`config.mk`:
```
export PLATFORM = sky130hd
export DESIGN_NAME = apb_requester_flat
export DESIGN_NICKNAME = d
export VERILOG_FILES = /design/src/rtl/apb_pkg.sv /design/src/rtl/apb_requester_if.sv /design/src/rtl/apb_wait_timer.sv /design/src/rtl/apb_requester.sv /design/src/flat_wrapper.sv
export SDC_FILE = /design/constraint.sdc
export NUM_CORES = 1
export LEC_CHECK = 0
export CAP_MARGIN = 20
export CELL_PAD_IN_SITES_DETAIL_PLACEMENT = 0
export CELL_PAD_IN_SITES_GLOBAL_PLACEMENT = 2
export CORE_UTILIZATION = 20
export DETAILED_ROUTE_END_ITERATION = 10
export MAX_ROUTING_LAYER = met4
export PLACE_DENSITY_LB_ADDON = 0.1
export SLEW_MARGIN = 20
export SYNTH_ARGS = -nofsm -noshare
export SYNTH_HDL_FRONTEND = slang
export SYNTH_HIERARCHICAL = 1
export SYNTH_SLANG_ARGS = --single-unit
```
`constraint.sdc`:
```
create_clock -name PCLK -period 2 [get_ports PCLK]
set_input_delay 0.4 -clock PCLK [delete_from_list [all_inputs] [get_ports PCLK]]
set_output_delay 0.4 -clock PCLK [all_outputs]
set_load 0.1 [all_outputs]
```
`src/rtl/apb_pkg.sv`:
```
// Shared types and bridge register map for the APB requester slice.
package apb_pkg;

    typedef enum logic [1:0] {
        IDLE   = 2'd0,
        SETUP  = 2'd1,
        ACCESS = 2'd2
    } apb_state_t;

    localparam logic [31:0] TX_ADDR  = 32'd0;
    localparam logic [31:0] RX_ADDR  = 32'd4;
    localparam logic [31:0] CFG_ADDR = 32'd8;
    localparam logic [31:0] TMO_ADDR = 32'd12;

endpackage

```
`src/rtl/apb_requester_if.sv`:
```
// APB bus bundle between the requester (master) and the bridge completer (slave).
interface apb_requester_if #(
    parameter int ADDR_W = 32,
    parameter int DATA_W = 32
);
    logic              PSELx;
    logic              PENABLE;
    logic              PWRITE;
    logic [ADDR_W-1:0] PADDR;
    logic [DATA_W-1:0] PWDATA;
    logic [DATA_W-1:0] PRDATA;
    logic              PREADY;
    logic              PSLVERR;

    modport master (
        output PSELx, PENABLE, PWRITE, PADDR, PWDATA,
        input  PRDATA, PREADY, PSLVERR
    );

    modport slave (
        input  PSELx, PENABLE, PWRITE, PADDR, PWDATA,
        output PRDATA, PREADY, PSLVERR
    );
endinterface

```
`src/rtl/apb_wait_timer.sv`:
```
// Saturating counter of PREADY=0 edges in ACCESS; flags the edge on which the
// TIMEOUT-th consecutive wait state is being sampled. TIMEOUT=0 never expires.
module apb_wait_timer #(
    parameter int TIMEOUT = 16
) (
    input  logic PCLK,
    input  logic PRESETn,
    input  logic clear,
    input  logic enable,
    output logic expired
);
    localparam int CW = (TIMEOUT > 0) ? $clog2(TIMEOUT + 1) : 1;
    localparam logic [CW-1:0] LAST = CW'((TIMEOUT > 0) ? TIMEOUT - 1 : 0);

    logic [CW-1:0] count;

    always_ff @(posedge PCLK) begin
        if (!PRESETn) begin
            count <= '0;
        end else if (clear) begin
            count <= '0;
        end else if (enable && (count != '1)) begin
            count <= count + CW'(1);
        end
    end

    // Count holds the number of wait edges already seen, so the current edge is the last allowed one
    assign expired = (TIMEOUT != 0) && (count == LAST);

endmodule

```
`src/rtl/apb_requester.sv`:
```
// APB requester: turns one accepted command into one SETUP/ACCESS transfer and
// reports read data, PSLVERR or a wait-state timeout as a one-cycle response.
module apb_requester
    import apb_pkg::*;
#(
    parameter int ADDR_W  = 32,
    parameter int DATA_W  = 32,
    parameter int TIMEOUT = 16
) (
    input  logic              PCLK,
    input  logic              PRESETn,
    input  logic              CMD_VALID,
    output logic              CMD_READY,
    input  logic              CMD_WRITE,
    input  logic [ADDR_W-1:0] CMD_ADDR,
    input  logic [DATA_W-1:0] CMD_WDATA,
    output logic              RSP_VALID,
    output logic [DATA_W-1:0] RSP_RDATA,
    output logic              RSP_ERROR,
    output logic              RSP_TIMEOUT,
    output logic              BUSY,
    apb_requester_if.master   apb
);
    apb_state_t        state, state_next;
    logic              psel_q, psel_n;
    logic              penable_q, penable_n;
    logic              pwrite_q, pwrite_n;
    logic [ADDR_W-1:0] paddr_q, paddr_n;
    logic [DATA_W-1:0] pwdata_q, pwdata_n;
    logic              rsp_valid_n;
    logic [DATA_W-1:0] rsp_rdata_n;
    logic              rsp_error_n;
    logic              rsp_timeout_n;
    logic              timer_clear;
    logic              timer_enable;
    logic              timer_expired;

    apb_wait_timer #(.TIMEOUT(TIMEOUT)) u_timer (
        .PCLK    (PCLK),
        .PRESETn (PRESETn),
        .clear   (timer_clear),
        .enable  (timer_enable),
        .expired (timer_expired)
    );

    always_comb begin
        state_next    = state;
        psel_n        = psel_q;
        penable_n     = penable_q;
        pwrite_n      = pwrite_q;
        paddr_n       = paddr_q;
        pwdata_n      = pwdata_q;
        rsp_valid_n   = 1'b0;
        rsp_rdata_n   = RSP_RDATA;
        rsp_error_n   = RSP_ERROR;
        rsp_timeout_n = RSP_TIMEOUT;
        timer_clear   = 1'b0;
        timer_enable  = 1'b0;
        case (state)
            IDLE: begin
                if (CMD_VALID) begin
                    pwrite_n   = CMD_WRITE;
                    paddr_n    = CMD_ADDR;
                    pwdata_n   = CMD_WDATA;
                    psel_n     = 1'b1;
                    penable_n  = 1'b0;
                    state_next = SETUP;
                end
            end
            SETUP: begin
                penable_n   = 1'b1;
                timer_clear = 1'b1;
                state_next  = ACCESS;
            end
            ACCESS: begin
                // PREADY is checked first so a ready on the expiry edge still completes normally
                if (apb.PREADY) begin
                    psel_n        = 1'b0;
                    penable_n     = 1'b0;
                    rsp_valid_n   = 1'b1;
                    rsp_error_n   = apb.PSLVERR;
                    rsp_rdata_n   = pwrite_q ? '0 : apb.PRDATA;
                    rsp_timeout_n = 1'b0;
                    state_next    = IDLE;
                end else if (timer_expired) begin
                    psel_n        = 1'b0;
                    penable_n     = 1'b0;
                    rsp_valid_n   = 1'b1;
                    rsp_error_n   = 1'b0;
                    rsp_rdata_n   = '0;
                    rsp_timeout_n = 1'b1;
                    state_next    = IDLE;
                end else begin
                    timer_enable = 1'b1;
                end
            end
            default: begin
                state_next = IDLE;
            end
        endcase
    end

    always_ff @(posedge PCLK) begin
        if (!PRESETn) begin
            state       <= IDLE;
            psel_q      <= 1'b0;
            penable_q   <= 1'b0;
            pwrite_q    <= 1'b0;
            paddr_q     <= '0;
            pwdata_q    <= '0;
            RSP_VALID   <= 1'b0;
            RSP_RDATA   <= '0;
            RSP_ERROR   <= 1'b0;
            RSP_TIMEOUT <= 1'b0;
        end else begin
            state       <= state_next;
            psel_q      <= psel_n;
            penable_q   <= penable_n;
            pwrite_q    <= pwrite_n;
            paddr_q     <= paddr_n;
            pwdata_q    <= pwdata_n;
            RSP_VALID   <= rsp_valid_n;
            RSP_RDATA   <= rsp_rdata_n;
            RSP_ERROR   <= rsp_error_n;
            RSP_TIMEOUT <= rsp_timeout_n;
        end
    end

    assign CMD_READY   = (state == IDLE);
    assign BUSY        = (state != IDLE);
    assign apb.PSELx   = psel_q;
    assign apb.PENABLE = penable_q;
    assign apb.PWRITE  = pwrite_q;
    assign apb.PADDR   = paddr_q;
    assign apb.PWDATA  = pwdata_q;

endmodule
```
`src/flat_wrapper.sv`:
```
// flat-port wrapper written by rule: the top's interface ports become plain ports
module apb_requester_flat import apb_pkg::*;
#(
    parameter int ADDR_W  = 32,
    parameter int DATA_W  = 32,
    parameter int TIMEOUT = 16
)
  (PCLK, PRESETn, CMD_VALID, CMD_READY, CMD_WRITE, CMD_ADDR, CMD_WDATA, RSP_VALID, RSP_RDATA, RSP_ERROR, RSP_TIMEOUT, BUSY, apb_PSELx, apb_PENABLE, apb_PWRITE, apb_PADDR, apb_PWDATA, apb_PRDATA, apb_PREADY, apb_PSLVERR);
  apb_requester_if #(.ADDR_W(ADDR_W), .DATA_W(DATA_W)) apb_i ();
  input  logic PCLK;
  input  logic PRESETn;
  input  logic CMD_VALID;
  output logic CMD_READY;
  input  logic CMD_WRITE;
  input  logic [ADDR_W-1:0] CMD_ADDR;
  input  logic [DATA_W-1:0] CMD_WDATA;
  output logic RSP_VALID;
  output logic [DATA_W-1:0] RSP_RDATA;
  output logic RSP_ERROR;
  output logic RSP_TIMEOUT;
  output logic BUSY;
  output wire logic [$bits(apb_i.PSELx)-1:0] apb_PSELx;
  output wire logic [$bits(apb_i.PENABLE)-1:0] apb_PENABLE;
  output wire logic [$bits(apb_i.PWRITE)-1:0] apb_PWRITE;
  output wire logic [$bits(apb_i.PADDR)-1:0] apb_PADDR;
  output wire logic [$bits(apb_i.PWDATA)-1:0] apb_PWDATA;
  input wire logic [$bits(apb_i.PRDATA)-1:0] apb_PRDATA;
  input wire logic [$bits(apb_i.PREADY)-1:0] apb_PREADY;
  input wire logic [$bits(apb_i.PSLVERR)-1:0] apb_PSLVERR;
  assign apb_PSELx = apb_i.PSELx;
  assign apb_PENABLE = apb_i.PENABLE;
  assign apb_PWRITE = apb_i.PWRITE;
  assign apb_PADDR = apb_i.PADDR;
  assign apb_PWDATA = apb_i.PWDATA;
  assign apb_i.PRDATA = apb_PRDATA;
  assign apb_i.PREADY = apb_PREADY;
  assign apb_i.PSLVERR = apb_PSLVERR;
  apb_requester #(.ADDR_W(ADDR_W), .DATA_W(DATA_W), .TIMEOUT(TIMEOUT)) u_core (.PCLK(PCLK), .PRESETn(PRESETn), .CMD_VALID(CMD_VALID), .CMD_READY(CMD_READY), .CMD_WRITE(CMD_WRITE), .CMD_ADDR(CMD_ADDR), .CMD_WDATA(CMD_WDATA), .RSP_VALID(RSP_VALID), .RSP_RDATA(RSP_RDATA), .RSP_ERROR(RSP_ERROR), .RSP_TIMEOUT(RSP_TIMEOUT), .BUSY(BUSY), .apb(apb_i));
endmodule
```
==> results_dict.tcl <==
set metrics [dict create \
    status "finished, final reports clean" \
    place.gp.congestion 0.706 \
    ys_types 34 \
    fp.dieW_um 143 \
    use_met3_pct 3.62 \
    min_period_ps 1840 \
    synth_edf_count 0 \
    routed_wl_mm 11.6 \
    hold_violations 0 \
    ys_ff_latch 109 \
    clockBufferDepth 2 \
    setup_viol 0 \
    clkTransAtPathRegs_ps 80 \
    nFillCells 2017 \
    ant_nets 0 \
    fin_setup_tns_ps 0 \
    seq_area_frac_synth_pct 55.1 \
    hpwl_mm 8.17 \
    drtPass1Iterations 4 \
    initial_core_util_pct 20.3 \
    max-slew-margin-rel_pct 76.0 \
    drcViolationCount 0 \
    clock_sinks 109 \
    synth_warnings 6 \
    period_share_pct 92.2 \
    maxSlewViolCount 0 \
    grt_pass1_vias 3395 \
    core_um2 19500 \
    h-tree-depth 3 \
    grt_max_degree 84 \
    fin_hold_ws_ps 392 \
    critPathMaxFanout 4 \
    vdd_drop_max_v 0.000465 \
    worstSetupPathType "reg -> reg" \
    fp.dieH_um 143 \
    num_antenna_cells 0 \
    use_met2_pct 18.6 \
    avgSynthCellArea_um2 9.50 \
    timing.fmax_mhz 543 \
    rsz0062_at_grt "no" \
    netlist_instances 417 \
    synth_top_flop_cell "dfxtp_1" \
    fin_ws_ps 157 \
    num_vias 3560 \
    worstMarginPinSlew_ps 360 \
    track_usage_pct 11.7 \
    post_route_cells_drive_above_1_share_pct 27.3 \
    syn_to_final_growth_pct 59.9 \
    grt_busiest_layer "met2" \
    overflow 0 \
    fin_skew_ps 11.5 \
    met1_usage_pct 13.9 \
    synth_area_leaders "dfxtp_1 55%, nand3_1 8.5%, a22o_2 7.1%" \
    die_area_um2 20400 \
    arrival_ps 2130 \
    cts_tree "yes" \
    num_rows 51 \
    cp.required_ps 2280 \
    min_path_type "in -> reg" \
    grt_pass1_wl_mm 17.9 \
    endpoint_kind "flop" \
    power_density_nw_per_um2 907 \
    yosysTopAreaCell "dfxtp_1" \
    drt_iter0_drc 144 \
    design_area_um2 6330 \
    postPlaceCellArea_um2 6000 \
    maxCapViolCount 0 \
    leakage_uw 0.00254 \
    finalNetCount 712 \
    synth_area_um2 3960 \
    seq_area_um2 2180 \
    wl_per_cell_um 13.2 \
    critPathLaunchType "flop" \
    synth_nets 522 \
    io_pins 206 \
    cts_root_buf "clkbuf_16" \
    antenna_found_initial 0 \
    ys_async_sr_fraction_pct 0 \
    cts_buffers 9 \
    pre_cts_slack_ps 96.6 \
    synth_top_area_share_pct 55.1 \
    port_buffers 205 \
    clock_latency_ps 360 \
    multiInputGateArea_um2 1540 \
    routed_via_density 4.06 \
]
layer usage:
metal	wire length, um	vias to the layer above
li1	-	1825
met1	5080	1612
met2	5610	115
met3	778	8
met4	147	0
met5	0	-
path summary, 6_finish.rpt:
| check | from | end | slack, ps | depth (start not counted) |
|---|---|---|---|---|
| min | PRESETn | u_core/state[1] | 390 | 2 |
| max reg2reg | u_core/u_timer/count[0] | u_core/u_timer/count[3] | 160 | 8 |
| min reg2reg | u_core/apb.PADDR[26] | u_core/apb.PADDR[26] | 450 | 2 |
| max | u_core/u_timer/count[0] | u_core/u_timer/count[3] | 160 | 8 |
logic make-up (layout without fill, tap and decap cells):
kind of cell             Yosys count  count (layout)  share of synthesized area (%)
adder cells (fa/ha/maj)            3               3                          0.948
buffers and inverters             38             233                           6.48
AND/OR/NAND/NOR                  157             157                           19.0
XOR/XNOR                           2               2                          0.442
AO/OA/AOI/OAI                    108             108                           18.1
flip-flops                       109             109                           55.1
flip-flops by register name, summed over array words and instances, names as in the netlist, 2 cells and up:
register,cells
u_core/u_timer/count,5
u_core/apb.PADDR,32
u_core/RSP_RDATA,32
u_core/state,2
u_core/apb.PWDATA,32
power breakdown:
part           total [uW]  switching (uW)  internal [uW]  leakage [uW]
combinational        1480            1060            422       0.00150
sequential           2340            64.5           2280      0.000890
clock                1920             909           1010      0.000155
total                5740            2030           3710       0.00254
through the flow:
stage	total power [uW]	cells	utilization, %
after detailed placement	3890	860	30.8
final	5740	877	32.5
after global placement	3890	860	30.8
after CTS	5860	876	32.5
after floorplan	3440	417	-
after global routing	5990	877	32.5
timing repair:
action / 4_1_cts / 5_1_grt
hold buffers: 0 / 0
setup buffers: 0 / 1
setup endpoints to repair: 0 / 1
resized for setup: 0 / 2
cells in the final DEF, fill, tap and decap left out, drive strengths merged:
cell and instances:
a211oi 2, ha 3, nand3b 1, nor2b 1, and3 1, nand3 67, clkinv 1, and2 1
a21o 1, clkbuf 9, and2b 2, o21ai 67, o21a 2, a22o 32, xnor2 1, dfxtp 109
bufinv 1, nor2 7, inv 8, nor3 3, a21oi 4, nor3b 1, clkdlybuf4s50 100, or3 1
xor2 1, buf 114, nor4 1, nand2b 3, nand2 68
synthesized netlist by cell type, drive strengths merged (3+ instances only):
cell      n
a21oi     4
a22o     32
buf      19
clkbuf   16
dfxtp   109
ha        3
inv       3
nand2    68
nand2b    3
nand3    67
nor2      7
nor3      3
o21ai    67
final cells by class:
type	count	area share (%)
tap	265	5.24
clock buffer	9	3.56
clock inverter	7	1.38
inverter	3	0.178
sequential	109	34.5
multi-input combinational	270	24.3
timing repair buffer	214	30.9
critical path, cell delays in order, from the launching register on:
cell and delay (ps):
dfxtp_1 340, ha_1 210, and3_1 200, ha_2 200
nor3_2 140, buf_4 150, nand2b_4 50, or3_1 340
a21oi_1 140
Note: power is estimated with default switching activity, not from simulation.
